--- config.mk ---
export PLATFORM = sky130hd
export DESIGN_NAME = l1_mem_requester
export DESIGN_NICKNAME = d
export VERILOG_FILES = /design/src/rtl/l1_mem_requester.sv
export SDC_FILE = /design/constraint.sdc
export NUM_CORES = 1
export LEC_CHECK = 0
export BUFFER_PORTS_ARGS = -buffer_cell sky130_fd_sc_hd__buf_2
export CAP_MARGIN = 20
export CORE_MARGIN = 1
export CORE_UTILIZATION = 56
export DETAILED_ROUTE_END_ITERATION = 8
export PLACE_DENSITY_LB_ADDON = 0.05
export SLEW_MARGIN = 15
export SYNTH_ARGS = -nofsm -noshare
export SYNTH_HDL_FRONTEND = slang
export SYNTH_SLANG_ARGS = --single-unit
--- constraint.sdc ---
create_clock -name CLK -period 3.9 [get_ports CLK]
set_input_delay 0.78 -clock CLK [delete_from_list [all_inputs] [get_ports CLK]]
set_output_delay 0.78 -clock CLK [all_outputs]
set_load 0.02 [all_outputs]
--- src/rtl/l1_mem_requester.sv ---
// L1-side initiator for the main-memory VALID/READY/LOAD/STORE handshake:
// one request at a time, loads become line fills, stores become single-word writes.
module l1_mem_requester #(
  parameter int LINE_WORDS = 8,
  parameter int TIMEOUT    = 255
) (
  input  logic                       CLK,
  input  logic                       RST_N,
  input  logic                       REQ_VALID,
  output logic                       REQ_READY,
  input  logic                       REQ_WRITE,
  input  logic [31:0]                REQ_ADDR,
  input  logic [31:0]                REQ_WDATA,
  output logic                       RESP_VALID,
  output logic                       RESP_ERR,
  output logic [32*LINE_WORDS-1:0]   RESP_LINE,
  output logic                       VALID,
  output logic                       LOAD,
  output logic                       STORE,
  input  logic                       READY,
  output logic [31:0]                DATA_OUT,
  input  logic [31:0]                DATA_IN,
  output logic                       ACK_ADDR,
  input  logic [3:0]                 ACK_DATA_MEM,
  output logic [3:0]                 ACK_DATA_L1,
  output logic [2:0]                 dbg_state
);
  localparam int IW = $clog2(LINE_WORDS);
  localparam int KW = IW + 1;
  localparam int AW = IW + 2;
  localparam logic [31:0] ALIGN_MASK = ~((32'd1 << AW) - 32'd1);
  localparam logic [15:0] TMO        = 16'(TIMEOUT);
  localparam logic [KW-1:0] LAST_K   = KW'(LINE_WORDS - 1);

  typedef enum logic [2:0] {S_IDLE, S_REQ, S_ADDR, S_DATA, S_CLOSE} state_t;

  state_t                       state_q, state_d;
  logic                         write_q, write_d;
  logic [31:0]                  addr_q, addr_d;
  logic [31:0]                  wdata_q, wdata_d;
  logic [KW-1:0]                k_q, k_d;
  logic [15:0]                  cnt_q, cnt_d;
  logic [3:0]                   ack_q, ack_d;
  logic [LINE_WORDS-1:0][31:0]  fill_q, fill_d;
  logic [LINE_WORDS-1:0][31:0]  line_q, line_d;

  logic accept, capture, tmo_hit, done, resp_fire;

  // Request handshake: a request transfers on a clock edge where REQ_VALID and
  // REQ_READY are both 1; REQ_READY depends only on the registered IDLE state.
  assign accept    = (state_q == S_IDLE) && REQ_VALID;
  assign tmo_hit   = (state_q != S_IDLE) && (cnt_q == TMO);
  assign capture   = (state_q == S_DATA) && !write_q && READY && !tmo_hit &&
                     (ACK_DATA_MEM == 4'(k_q));
  assign done      = (state_q == S_CLOSE) && !READY && !tmo_hit;
  assign resp_fire = done || tmo_hit;

  always_ff @(posedge CLK) begin
    if (!RST_N) begin
      state_q <= S_IDLE;
      write_q <= 1'b0;
      addr_q  <= '0;
      wdata_q <= '0;
      k_q     <= '0;
      cnt_q   <= '0;
      ack_q   <= 4'hF;
      fill_q  <= '0;
      line_q  <= '0;
    end else begin
      state_q <= state_d;
      write_q <= write_d;
      addr_q  <= addr_d;
      wdata_q <= wdata_d;
      k_q     <= k_d;
      cnt_q   <= cnt_d;
      ack_q   <= ack_d;
      fill_q  <= fill_d;
      line_q  <= line_d;
    end
  end

  always_comb begin
    state_d = state_q;
    if (tmo_hit) begin
      state_d = S_IDLE;
    end else begin
      case (state_q)
        S_IDLE:  if (REQ_VALID) state_d = S_REQ;
        S_REQ:   if (READY) state_d = S_ADDR;
        S_ADDR:  if (ACK_DATA_MEM == 4'd0) state_d = S_DATA;
        S_DATA: begin
          if (write_q) begin
            if (!READY) state_d = S_CLOSE;
          end else if (capture && (k_q == LAST_K)) begin
            state_d = S_CLOSE;
          end
        end
        S_CLOSE: if (!READY) state_d = S_IDLE;
        default: state_d = S_IDLE;
      endcase
    end
  end

  always_comb begin
    write_d = write_q;
    addr_d  = addr_q;
    wdata_d = wdata_q;
    k_d     = k_q;
    ack_d   = ack_q;
    fill_d  = fill_q;
    line_d  = line_q;
    cnt_d   = ((state_d != state_q) || capture || (state_d == S_IDLE)) ? 16'd0 : cnt_q + 16'd1;
    if (accept) begin
      write_d = REQ_WRITE;
      addr_d  = REQ_ADDR;
      wdata_d = REQ_WDATA;
      k_d     = '0;
    end
    if (capture) begin
      fill_d[k_q[IW-1:0]] = DATA_IN;
      ack_d               = 4'(k_q);
      k_d                 = k_q + KW'(1);
    end
    if ((state_q == S_ADDR) && (state_d == S_DATA) && write_q) ack_d = 4'd0;
    // Only a fill that closes normally publishes its line; a timeout keeps the old one.
    if (done && !write_q) line_d = fill_q;
    if (state_d == S_IDLE) ack_d = 4'hF;
  end

  always_comb begin
    REQ_READY  = (state_q == S_IDLE);
    RESP_VALID = resp_fire;
    RESP_ERR   = tmo_hit;
    VALID      = (state_q != S_IDLE) && !resp_fire;
    LOAD       = VALID && !write_q;
    STORE      = VALID && write_q;
    ACK_ADDR   = (state_q == S_ADDR) && !tmo_hit;
    DATA_OUT   = 32'd0;
    if (!tmo_hit) begin
      if (state_q == S_ADDR) DATA_OUT = write_q ? addr_q : (addr_q & ALIGN_MASK);
      else if ((state_q == S_DATA) && write_q) DATA_OUT = wdata_q;
    end
    ACK_DATA_L1 = resp_fire ? 4'hF : ack_q;
    RESP_LINE   = (done && !write_q) ? fill_q : line_q;
    dbg_state   = state_q;
  end
endmodule

## After elaboration in Yosys (flattened, before gate mapping)

Cells that the tools add are included.
W data, S select, Z words.

- Register bits: 604
- Bits of input ports: 105
- Output and inout port bits: 302

- Add/sub/neg operators: 2
- Magnitude comparators: 2
- Eq/ne operators: 9
- Mux-type cells: 22
- Bitwise operators: 1
- Reductions and logical operators: 33

Operators with widths:

| kind | count |
|---|---|
| $bwmux W256 | 1 |
| $mux W256 | 1 |
| $mux W32 | 4 |
| $demux W32 S3 | 1 |
| $mux W3 | 8 |
| $mux W4 | 5 |
| $logic_and A1 B1 Y1 | 18 |
| $add A16 B1 Y16 const B | 1 |
| $eq A16 B8 Y1 const B | 1 |
| $pmux W3 S5 | 1 |
| $eq A3 B2 Y1 const B | 3 |
| $logic_not A3 Y1 | 2 |
| $mux W5 | 1 |
| $add A4 B1 Y4 const B | 1 |
| $eq A4 B3 Y1 const B | 1 |
| $eq A4 B4 Y1 | 1 |
| $logic_not A1 Y1 | 4 |
| $logic_not A4 Y1 | 1 |
| $lt A3 B4 Y1 const B | 1 |
| $reduce_bool A2 Y1 | 2 |
| $reduce_or A2 Y1 | 2 |
| $eq A3 B1 Y1 const B | 1 |
| $eq A3 B3 Y1 const B | 1 |
| $ge A3 B1 Y1 const B | 1 |
| other kinds (4) | 6 |

## Logic depth before layout (Yosys ltp)

Gate-level depths: netlist of the first run.

- Depth after elaboration: 14
- Depth in mapped cells: 12
- Gate-level depth less buffers: 8

## Least setup slack after synthesis of the first run

Ideal clock, no wire load.

- Path kind: input-to-output
- Start point: input port READY
- End point: output port RESP_LINE[0]
- Data arrival time: 2321 ps
- Slack: 799 ps
- Stages: 6
- Path buffers: 3
- Cell sequence: or4b_1 -> or3_1 -> buf_2 -> buf_6 -> buf_6 -> mux2_4

- Word-level cells in the longest chain between the ends: 5

Ends and longest elaborated chain:

| element | line | text |
|---|---|---|
| from (decl) | 20 | `input logic READY,` |
| $logic_not A1 Y1 | -- |  |
| $logic_and A1 B1 Y1 (2 in series) | 55 | `assign done = (state_q == S_CLOSE) && !READY && !tmo_hit;` |
| $logic_and A1 B1 Y1 | 144 | `RESP_LINE = (done && !write_q) ? fill_q : line_q;` |
| $mux W256 | -- |  |
| to (decl) | 16 | `output logic [32*LINE_WORDS-1:0] RESP_LINE,` |

No other way between the ends.

## Worst setup path after layout of the first run

- Start point: register cnt_q[13]
- End point: output port RESP_LINE[214]

- Word-level cells in the longest chain between the ends: 6

Ends and longest elaborated chain:

| element | line | text |
|---|---|---|
| from (decl) | 42 | `logic [15:0] cnt_q, cnt_d;` |
| from (signal assigned) | 75 | `cnt_q <= cnt_d;` |
| $eq A16 B8 Y1 | 52 | `assign tmo_hit = (state_q != S_IDLE) && (cnt_q == TMO);` |
| $logic_and A1 B1 Y1 | 52 |  |
| $logic_not A1 Y1 | -- |  |
| $logic_and A1 B1 Y1 | 55 |  |
| $logic_and A1 B1 Y1 | 144 |  |
| $mux W256 | -- |  |

No other way between the ends.

==> results.toml, run 1 <==
[run_status]
status = "finished, final reports clean"

[synth]
synthXorXnorAreaFrac_pct = 0.6386
syn_nets = 2609
yosysUniqueCellTypes = 51
synthCells = 2502
synth_top_family_by_area = "simple AND/OR/NAND/NOR gates"
synthFlopType = "dfxtp_1"
synth_mux_area_share_pct = 15.37
yosysSeqAreaShare_pct = 48.98
avgSynthCellArea_um2 = 9.868
synth_edf_count = 0
ys_seq_elements = 604
synthTopCellsByArea = "dfxtp_1, mux2_4, nand2_1"
yosysWarnings = 0
synth_top_area_share_pct = 48.98
synth_compound_area_share_pct = 11.62
netlist_area_um2 = 24690
synth_top_cell_by_area = "dfxtp_1"
synth-simple-area-share_pct = 18.89
ys_async_sr_fraction_pct = 0
synthAdderAreaFrac_pct = 0.1014

[routing]
post-route-drc-count = 0
via_count = 18430
viasPerCell = 5.312
wl_per_cell_um = 20.54
drtPass1Iterations = 5
wl_um = 71250
detail-route-antenna-nets = 0
drtIter0Drc = 1344

[floorplan]
core.rowCount = 76
initial_core_util_pct = 57.06
dieArea_um2 = 44930
io_pins = 407
fp.coreArea_um2 = 43270
die_y_um = 212.0
dieWidth_um = 212.0

[timing]
max_freq_mhz = 261.9
hold_viol = 0
slew_violations = 0
finalCriticalPeriod_ns = 3.818
setup_violations = 0
max_slew.worst_pin.slew_ns = 1.014
max_slew_margin_pct = 31.47
clock_skew_ns = 0.01885
rsz0062_at_grt = "false"
final.setup.tns_ns = 0
period_share_pct = 97.89
hold_ws_ns = 0.4029

[job]
cap_viol_max_count = 0

[power]
p_per_area_nw_per_um2 = 450.7
ir_drop_mv = 0.5271
p_leak_nw = 13.33
p_total_mw = 13.50

[clock_tree]
clk_pin_slew_worst_paths_ns = 0.06
clk-insertion-delay-late_ns = 0.63
clockBufferDepth = 3
cts-buffers-inserted = 61
cts-root-buf = "clkbuf_16"
cts_tree = "yes"
h-tree-depth = 2
clock-sinks = 604

[critical_path]
required_ns = 3.12
cpPeakStageDelay_ns = 0.44
cp_slowest_cell = "nor4_4"
r2r-end = "fill_q[153]"
crit_arrival_ns = 3.04
rr_startpoint = "k_q[0]"
path_max_fanout = 8
critical_path_class = "reg2out"
reg2reg_depth = 7
cp-end-kind = "output port"
crit_chain = "nor4_4 -> nand3_4 -> or2_4 -> inv_2 -> or3_4 -> buf_4 -> buf_12 -> buf_8 -> mux2_4 -> buf_2"
r2r_slack_ns = 0.87
startpoint_type = "flip-flop"

[placement]
post_dp_cell_area_um2 = 26940
hpwl_um = 44430
port_buffers = 406
gp_congestion = 0.8943

[final_layout]
area_growth_pct = 21.32
final_cell_mix = "nand2_1, dfxtp_1, buf_2, a21boi_0, and2_1"
final_area_um2 = 29950
num-nets-final = 2939
fill_cells = 3391
fin_util_pct = 69.23
drive_gt1_share_pct = 30.35
mostFrequentLayoutCell = "nand2_1"

[hold_path]
hold_path_class = "in2reg"
holdPathEnd = "addr_q[10]"
hold_path_depth = 3
min_from = "REQ_ADDR[10]"

[global_routing]
grt_overflow = 0
grt_pass1_wl_um = 103000
grt.total_usage_pct = 30.11
antenna_found_initial = 0
grt_start_max_net_pins = 221
grt_pass1_vias = 17550
## routing by layer
layer / part of all wire (%) / vias to the layer above / GRT usage (%)
met5: 0 / - / 0
met4: 3.9 / 0 / 12.97
met3: 7.0 / 105 / 6.352
met2: 45 / 614 / 46.85
met1: 44 / 8884 / 40.35
li1: - / 8826 / -
## worst max path at each step
stage,start,endpoint,slack [ns],cells past startpoint
after global placement,cnt_q[10],RESP_LINE[101],0.28,9
after CTS,cnt_q[0],RESP_LINE[152],0.009,10
after detailed placement,cnt_q[10],RESP_LINE[101],0.26,9
after floorplan,READY,RESP_LINE[0],0.80,6
final,cnt_q[13],RESP_LINE[214],0.08,10
after global routing,cnt_q[1],RESP_LINE[152],0.02,11
## state kept, by name, summed over array words and instances (netlist names)
signal     count
fill_q       256
line_q       256
addr_q        32
wdata_q       32
cnt_q         16
ack_q          4
k_q            4
dbg_state      3
write_q        1
## layout make-up
type	count	area, um^2	share of cell area, %
Antenna cell	1	2.502	0.008355
Clock buffer	81	1764	5.890
Timing Repair Buffer	479	3113	10.39
Inverter	9	33.78	0.1128
Sequential cell	604	12100	40.39
Tap cell	585	732.0	2.444
Clock inverter	33	581.8	1.942
Multi-Input combinational cell	1677	11630	38.82
## Yosys cell counts (7+ instances only)
master    count
nand2b_1      7
a22o_1       28
and3_1       12
nor3_1        8
mux2_2       16
mux2_4      240
buf_6        27
xor2_1        9
nand2_1     655
buf_2        41
dfxtp_1     604
inv_1         8
or3_1         7
clkbuf_1    139
nor2_1       39
nand3_1      11
xnor2_1       9
and2_1      263
a21boi_0    319
## repair_timing
action,in CTS,in global routing
cloned,1,17
setup buffers,0,14
endpoints found under the setup margin,282,231
hold buffers,0,0
gates resized for setup,10,15
pin swaps,2,5
## worst max-delay path, delay by kind of cell, from the launching register on
kind                   cells  cell delay [ns]
DFF                        1             0.35
and+or+nand+nor            4             1.01
buffers and inverters      5             0.72
muxes                      1             0.32
## per-stage QoR
step / setup WS (ns) / std cells
final: 0.08212 / 3469
after global routing: 0.01654 / 3468
after CTS: 0.008545 / 3437
after detailed placement: 0.2630 / 3322
after global placement: 0.2808 / 3320
after floorplan: 0.7986 / 2502
## where the power goes
part / switching (mW) / internal, mW
Combinational: 0.342 / 0.157
Sequential: 0.0301 / 6.22
Clock: 2.52 / 4.23
## cell families after synthesis
| group | after synthesis |
|---|---|
| adder cells (fa/ha/maj) | 2 |
| AND/OR/NAND/NOR | 1022 |
| multiplexers | 257 |
| AO/OA/AOI/OAI | 378 |
| XOR/XNOR | 18 |
| flip-flops | 604 |
| buffers and inverters | 221 |
(Power assumes the default switching activity.)
==> run 2, diff against run 1 <==
CORE_ASPECT_RATIO = 0.5   (was unset)
==> run 2 against run 1 <==
Global-route usage down 2.1 points. Critical path depth unchanged. Via count down 4.0%. Die area up 0.11%. Power down 11%. First-iteration DRC count down 7.9%. Sequential power about the same. Final cell count down 1.5%. Largest cell class unchanged. Highest routed layer unchanged.
==> results.toml, run 2 (synthesized netlist as in run 1, its figures left out) <==
[power]
p_per_area_nw_per_um2 = 415.2
p_leak_nw = 12.73
ir_drop_mv = 0.3530
p_switching_mw = 2.637
power_frac_seq_pct = 52.2
p_int_mw = 9.311
comb_power_share_pct = 4.0
swShare_pct = 22.07
p_total_mw = 11.95
clkPwrFrac_pct = 43.8

[placement]
gp_congestion = 0.8242
hpwl_um = 41570
port_buffers = 406

[hold_path]
hold_path_depth = 3
hold_path_class = "in2reg"
holdPathEnd = "wdata_q[24]"
min_from = "REQ_WDATA[24]"

[floorplan]
core.rowCount = 53
io_pins = 407
dieArea_um2 = 44980
initial_core_util_pct = 57.81
die_y_um = 150.5
dieWidth_um = 298.9
fp.coreArea_um2 = 42710

[clock_tree]
clockBufferDepth = 3
cts-root-buf = "clkbuf_16"
clock-sinks = 604
h-tree-depth = 2
cts-buffers-inserted = 51
clk-insertion-delay-late_ns = 0.58
clk_pin_slew_worst_paths_ns = 0.07
cts-hold-fix-buffers = 0
cts_tree = "yes"

[routing]
via_count = 17700
post-route-drc-count = 0
drtPass1Iterations = 7
wl_per_cell_um = 19.07
wl_um = 65180
detail-route-antenna-nets = 0
drtIter0Drc = 1238
viasPerCell = 5.179

[critical_path]
crit_arrival_ns = 2.99
r2r-end = "fill_q[101]"
rr_startpoint = "k_q[0]"
r2r_slack_ns = 1.09
startpoint = "cnt_q[0]"
reg2reg_depth = 7
critical_path_class = "reg2out"
required_ns = 3.12
path_max_fanout = 20
startpoint_type = "flip-flop"
cp-end-kind = "output port"

[final_layout]
diodes = 0
reg_top3 = "fill_q x256, line_q x256"
area_growth_pct = 16.57
mostFrequentLayoutCell = "nand2_1"
fin_util_pct = 67.39
drive_gt1_share_pct = 28.80
num-nets-final = 2908
final_cell_mix = "nand2_1, dfxtp_1, buf_2, a21boi_0, and2_1"

[run_status]
status = "finished, final reports clean"

[timing]
hold_viol = 0
setup_violations = 0
slew_violations = 0
max_freq_mhz = 265.3
finalCriticalPeriod_ns = 3.769
max_slew_margin_pct = 32.36
final.setup.tns_ns = 0
hold_ws_ns = 0.4494
max_slew.worst_pin.slew_ns = 1.015
clock_skew_ns = 0.01866
period_share_pct = 96.64
rsz0062_at_grt = "false"

[global_routing]
grt_use_met2_pct = 47.22
grt_pass1_vias = 16770
grt.total_usage_pct = 27.98
antenna_found_initial = 2
grt_use_met1_pct = 36.97
grt_busiest_layer = "met2"
grt_overflow = 0
use_met3_pct = 5.253
grt_start_max_net_pins = 276
grt_pass1_wl_um = 97480

[job]
cap_viol_max_count = 0
==> run 2: how the worst max path moves through the flow <==
stage	to	slack, ns
after CTS	RESP_LINE[101]	0.006
after floorplan	RESP_LINE[0]	0.80
final	RESP_LINE[101]	0.13
after global placement	RESP_LINE[59]	0.35
after global routing	RESP_LINE[59]	0.007
after detailed placement	RESP_LINE[59]	0.34
==> run 2: metrics by stage <==
step / instance area, um^2 / worst slack (ns) / instances
2_1_floorplan: 24690 / 0.7986 / 2502
3_3_place_gp: 26950 / 0.3502 / 3321
3_5_place_dp: 26950 / 0.3433 / 3321
4_1_cts: 28680 / 0.006275 / 3413
5_1_grt: 28780 / 0.006624 / 3417
6_report: 28780 / 0.1312 / 3417
==> run 2: repair_timing <==
item / in CTS / in global routing
setup endpoints to repair: 178 / 173
buffers inserted: 0 / 1
gates resized for setup: 6 / 5
pin swaps: 0 / 1
cloned: 0 / 2
==> run 2: routing by layer <==
| metal | vias to the layer above | wire length [um] |
|---|---|---|
| met4 | 0 | 1497 |
| met2 | 411 | 31010 |
| met1 | 8456 | 28780 |
| met5 | - | 0 |
| met3 | 90 | 3886 |
| li1 | 8741 | - |
==> run 2: power by group through the flow <==
| stage | Sequential (mW) | Combinational, mW | Clock [mW] |
|---|---|---|---|
| after global routing | 6.24 | 0.517 | 5.57 |
| after floorplan | 6.38 | 0.277 | 0 |
| after detailed placement | 6.38 | 0.476 | 0 |
| final | 6.24 | 0.481 | 5.23 |
| after global placement | 6.38 | 0.475 | 0 |
| after CTS | 6.24 | 0.478 | 5.30 |
==> run 2: layout make-up <==
type                       instances  area [um^2]
clock buffer                      78         1518
sequential                       604        12090
clock inverter                    14        176.4
inverter                           9        33.78
tap                              577        721.9
timing repair buffer             458         2644
multi-input combinational       1677        11590
fill                            3527        13930
==> run 2: critical path, cell delays in order, from the launching register on <==
cell     delay, ns
dfxtp_1       0.37
ha_2          0.21
and2_1        0.17
nand3_2       0.13
or2_4         0.30
inv_2         0.07
or3_4         0.20
buf_12        0.19
buf_16        0.21
mux2_2        0.37
buf_2         0.16
==> run 3, diff against run 2 <==
CORE_MARGIN = unset   (was 1)
CORE_UTILIZATION = 58   (was 56)
CTS_BUF_LIST = sky130_fd_sc_hd__clkbuf_8   (was unset)
CTS_CLUSTER_DIAMETER = 40   (was unset)
==> run 3 against run 2 <==
Maximum frequency decreased by 2.8%. Global-route usage grew 2.0 points. Critical path depth grew 1. Critical endpoint is now RESP_LINE[229].
==> results.toml, run 3 (synthesized netlist as in run 1, its figures left out) <==
[timing]
slew_violations = 0
clock_skew_ns = 0.02056
period_share_pct = 99.39
max_freq_mhz = 258.0
hold_viol = 0
max_slew_margin_pct = 29.94
finalCriticalPeriod_ns = 3.876
hold_ws_ns = 0.3818
rsz0062_at_grt = "true"
setup_slack_ns = 0.02366
max_slew.worst_pin.slew_ns = 1.050
setup_violations = 0

[placement]
hpwl_um = 42440
gp_congestion = 0.8498
port_buffers = 406
post-place-cells = 3325
pre_cts_ws_ns = 0.3487
post_dp_cell_area_um2 = 26970

[critical_path]
startpoint = "dbg_state[0]"
crit_family = "simple AND/OR/NAND/NOR gates"
r2r_slack_ns = 0.69
cpPeakStageDelay_ns = 0.42
critical_path_class = "reg2out"
crit_arrival_ns = 3.10
r2r-end = "k_q[3]"
reg2reg_depth = 6
crit_chain = "or3_4 -> nand3_4 -> or2_4 -> inv_8 -> or3_4 -> buf_12 -> buf_8 -> clkbuf_16 -> buf_6 -> mux2_4 -> buf_6"
crit_buf_inv = 6
rr_startpoint = "k_q[0]"
startpoint_type = "flip-flop"
cp.depth = 11
cp-end-kind = "output port"
path_max_fanout = 7
cp_slowest_cell = "or3_4"
required_ns = 3.12
endpoint = "RESP_LINE[229]"

[routing]
route.met3.wl_um = 4789
detail-route-antenna-nets = 0
drtIter0Drc = 1314
top_layer_used = "met4"
wl_per_cell_um = 19.53
met2WireLength_um = 32990
viasPerCell = 5.227
drtPass1Iterations = 5
post-route-drc-count = 0
via_count = 18350
wl_um = 68540
wl_met1_um = 29440

[global_routing]
grt_pass1_vias = 17250
antenna_found_initial = 1
grt_pass1_wl_um = 100700
grt_start_max_net_pins = 146
grt.total_usage_pct = 30.03
grt_overflow = 0

[final_layout]
num-nets-final = 2973
final_cell_mix = "nand2_1, dfxtp_1, a21boi_0, buf_2, and2_1"
mostFrequentLayoutCell = "nand2_1"
final_area_um2 = 29870
drive_gt1_share_pct = 30.67
stdcell_count = 3510
reg_top3 = "fill_q x256, line_q x256"
area_growth_pct = 21.01

[floorplan]
dieWidth_um = 293.8
io_pins = 407
dieArea_um2 = 43450
die_y_um = 147.9
initial_core_util_pct = 58.82
fp.coreArea_um2 = 41980
core.rowCount = 53

[power]
power_frac_seq_pct = 53.7
p_total_mw = 11.62
p_per_area_nw_per_um2 = 388.9
ir_drop_mv = 0.2272
clkPwrFrac_pct = 42.0
p_leak_nw = 13.21
p_switching_mw = 2.785
comb_power_share_pct = 4.2
swShare_pct = 23.97
p_int_mw = 8.833

[clock_tree]
clock-sinks = 604
clk_pin_slew_worst_paths_ns = 0.07
cts-root-buf = "clkbuf_8"
h-tree-depth = 3
clockBufferDepth = 3
clk-insertion-delay-late_ns = 0.65
cts_tree = "yes"
cts-hold-fix-buffers = 0
cts-buffers-inserted = 82

[run_status]
status = "finished, final reports clean"

[job]
cap_viol_max_count = 0

[hold_path]
hold_path_class = "in2reg"
-- run 3: cell types whose count changed in the layout (fill, tap and decap cells not counted), sizes merged --
cell,before,now
clkbuf,80,114
inv,10,39
buf,456,481
clkinvlp,1,5
bufinv,4,1
clkinv,8,10
diode,0,2
-- run 3: tightest hold or removal path, cell delays in order --
cell	delay [ns]
buf_2	0.09
nand2_1	0.04
a21boi_0	0.06
-- run 3: area by class of cell --
class | count | area, um^2
Clock buffer | 103 | 1418
Timing Repair Buffer | 492 | 3722
Inverter | 9 | 41.29
Tap cell | 577 | 721.9
Clock inverter | 46 | 240.2
Antenna cell | 2 | 5.005
Fill cell | 3267 | 12100
Multi-Input combinational cell | 1677 | 11630
Sequential cell | 604 | 12100
-- run 3: worst min-delay path by stage --
stage,from,end,slack [ns],cells after the start
floorplan,cnt_q[0],cnt_q[0],0.43,1
global placement,cnt_q[0],cnt_q[0],0.44,1
detailed placement,ack_q[2],ack_q[2],0.44,1
CTS,REQ_ADDR[30],addr_q[30],0.33,3
global route,REQ_WDATA[17],wdata_q[17],0.35,3
finish,REQ_WDATA[13],wdata_q[13],0.38,3
-- run 3: power groups by stage --
stage               logic (mW)  registers [mW]  clock network (mW)
floorplan                0.277            6.38                   0
global placement         0.476            6.38                   0
detailed placement       0.480            6.38                   0
CTS                      0.482            6.24                4.96
global route             0.524            6.24                5.25
finish                   0.490            6.24                4.88
-- run 3: per-layer routing --
metal | track usage (%) | vias to the layer above
li1 | - | 8889
met1 | 39.95 | 8807
met2 | 50.31 | 547
met3 | 5.804 | 104
met4 | 7.344 | 0
met5 | 0 | -
-- run 3: timing repair --
action                                  4_1_cts  5_1_grt
endpoints found under the setup margin      245      181
pin swaps                                     5        4
cloned                                        1       13
buffers inserted                              2       18
hold endpoints to repair                      0        0
resized for setup                            16      215
-- run 3: metrics by stage --
step | util [%] | TNS [ns]
floorplan | - | 0
global placement | 64.25 | 0
detailed placement | 64.25 | 0
CTS | 68.48 | 0
global route | 71.16 | -3.001
finish | 71.17 | 0
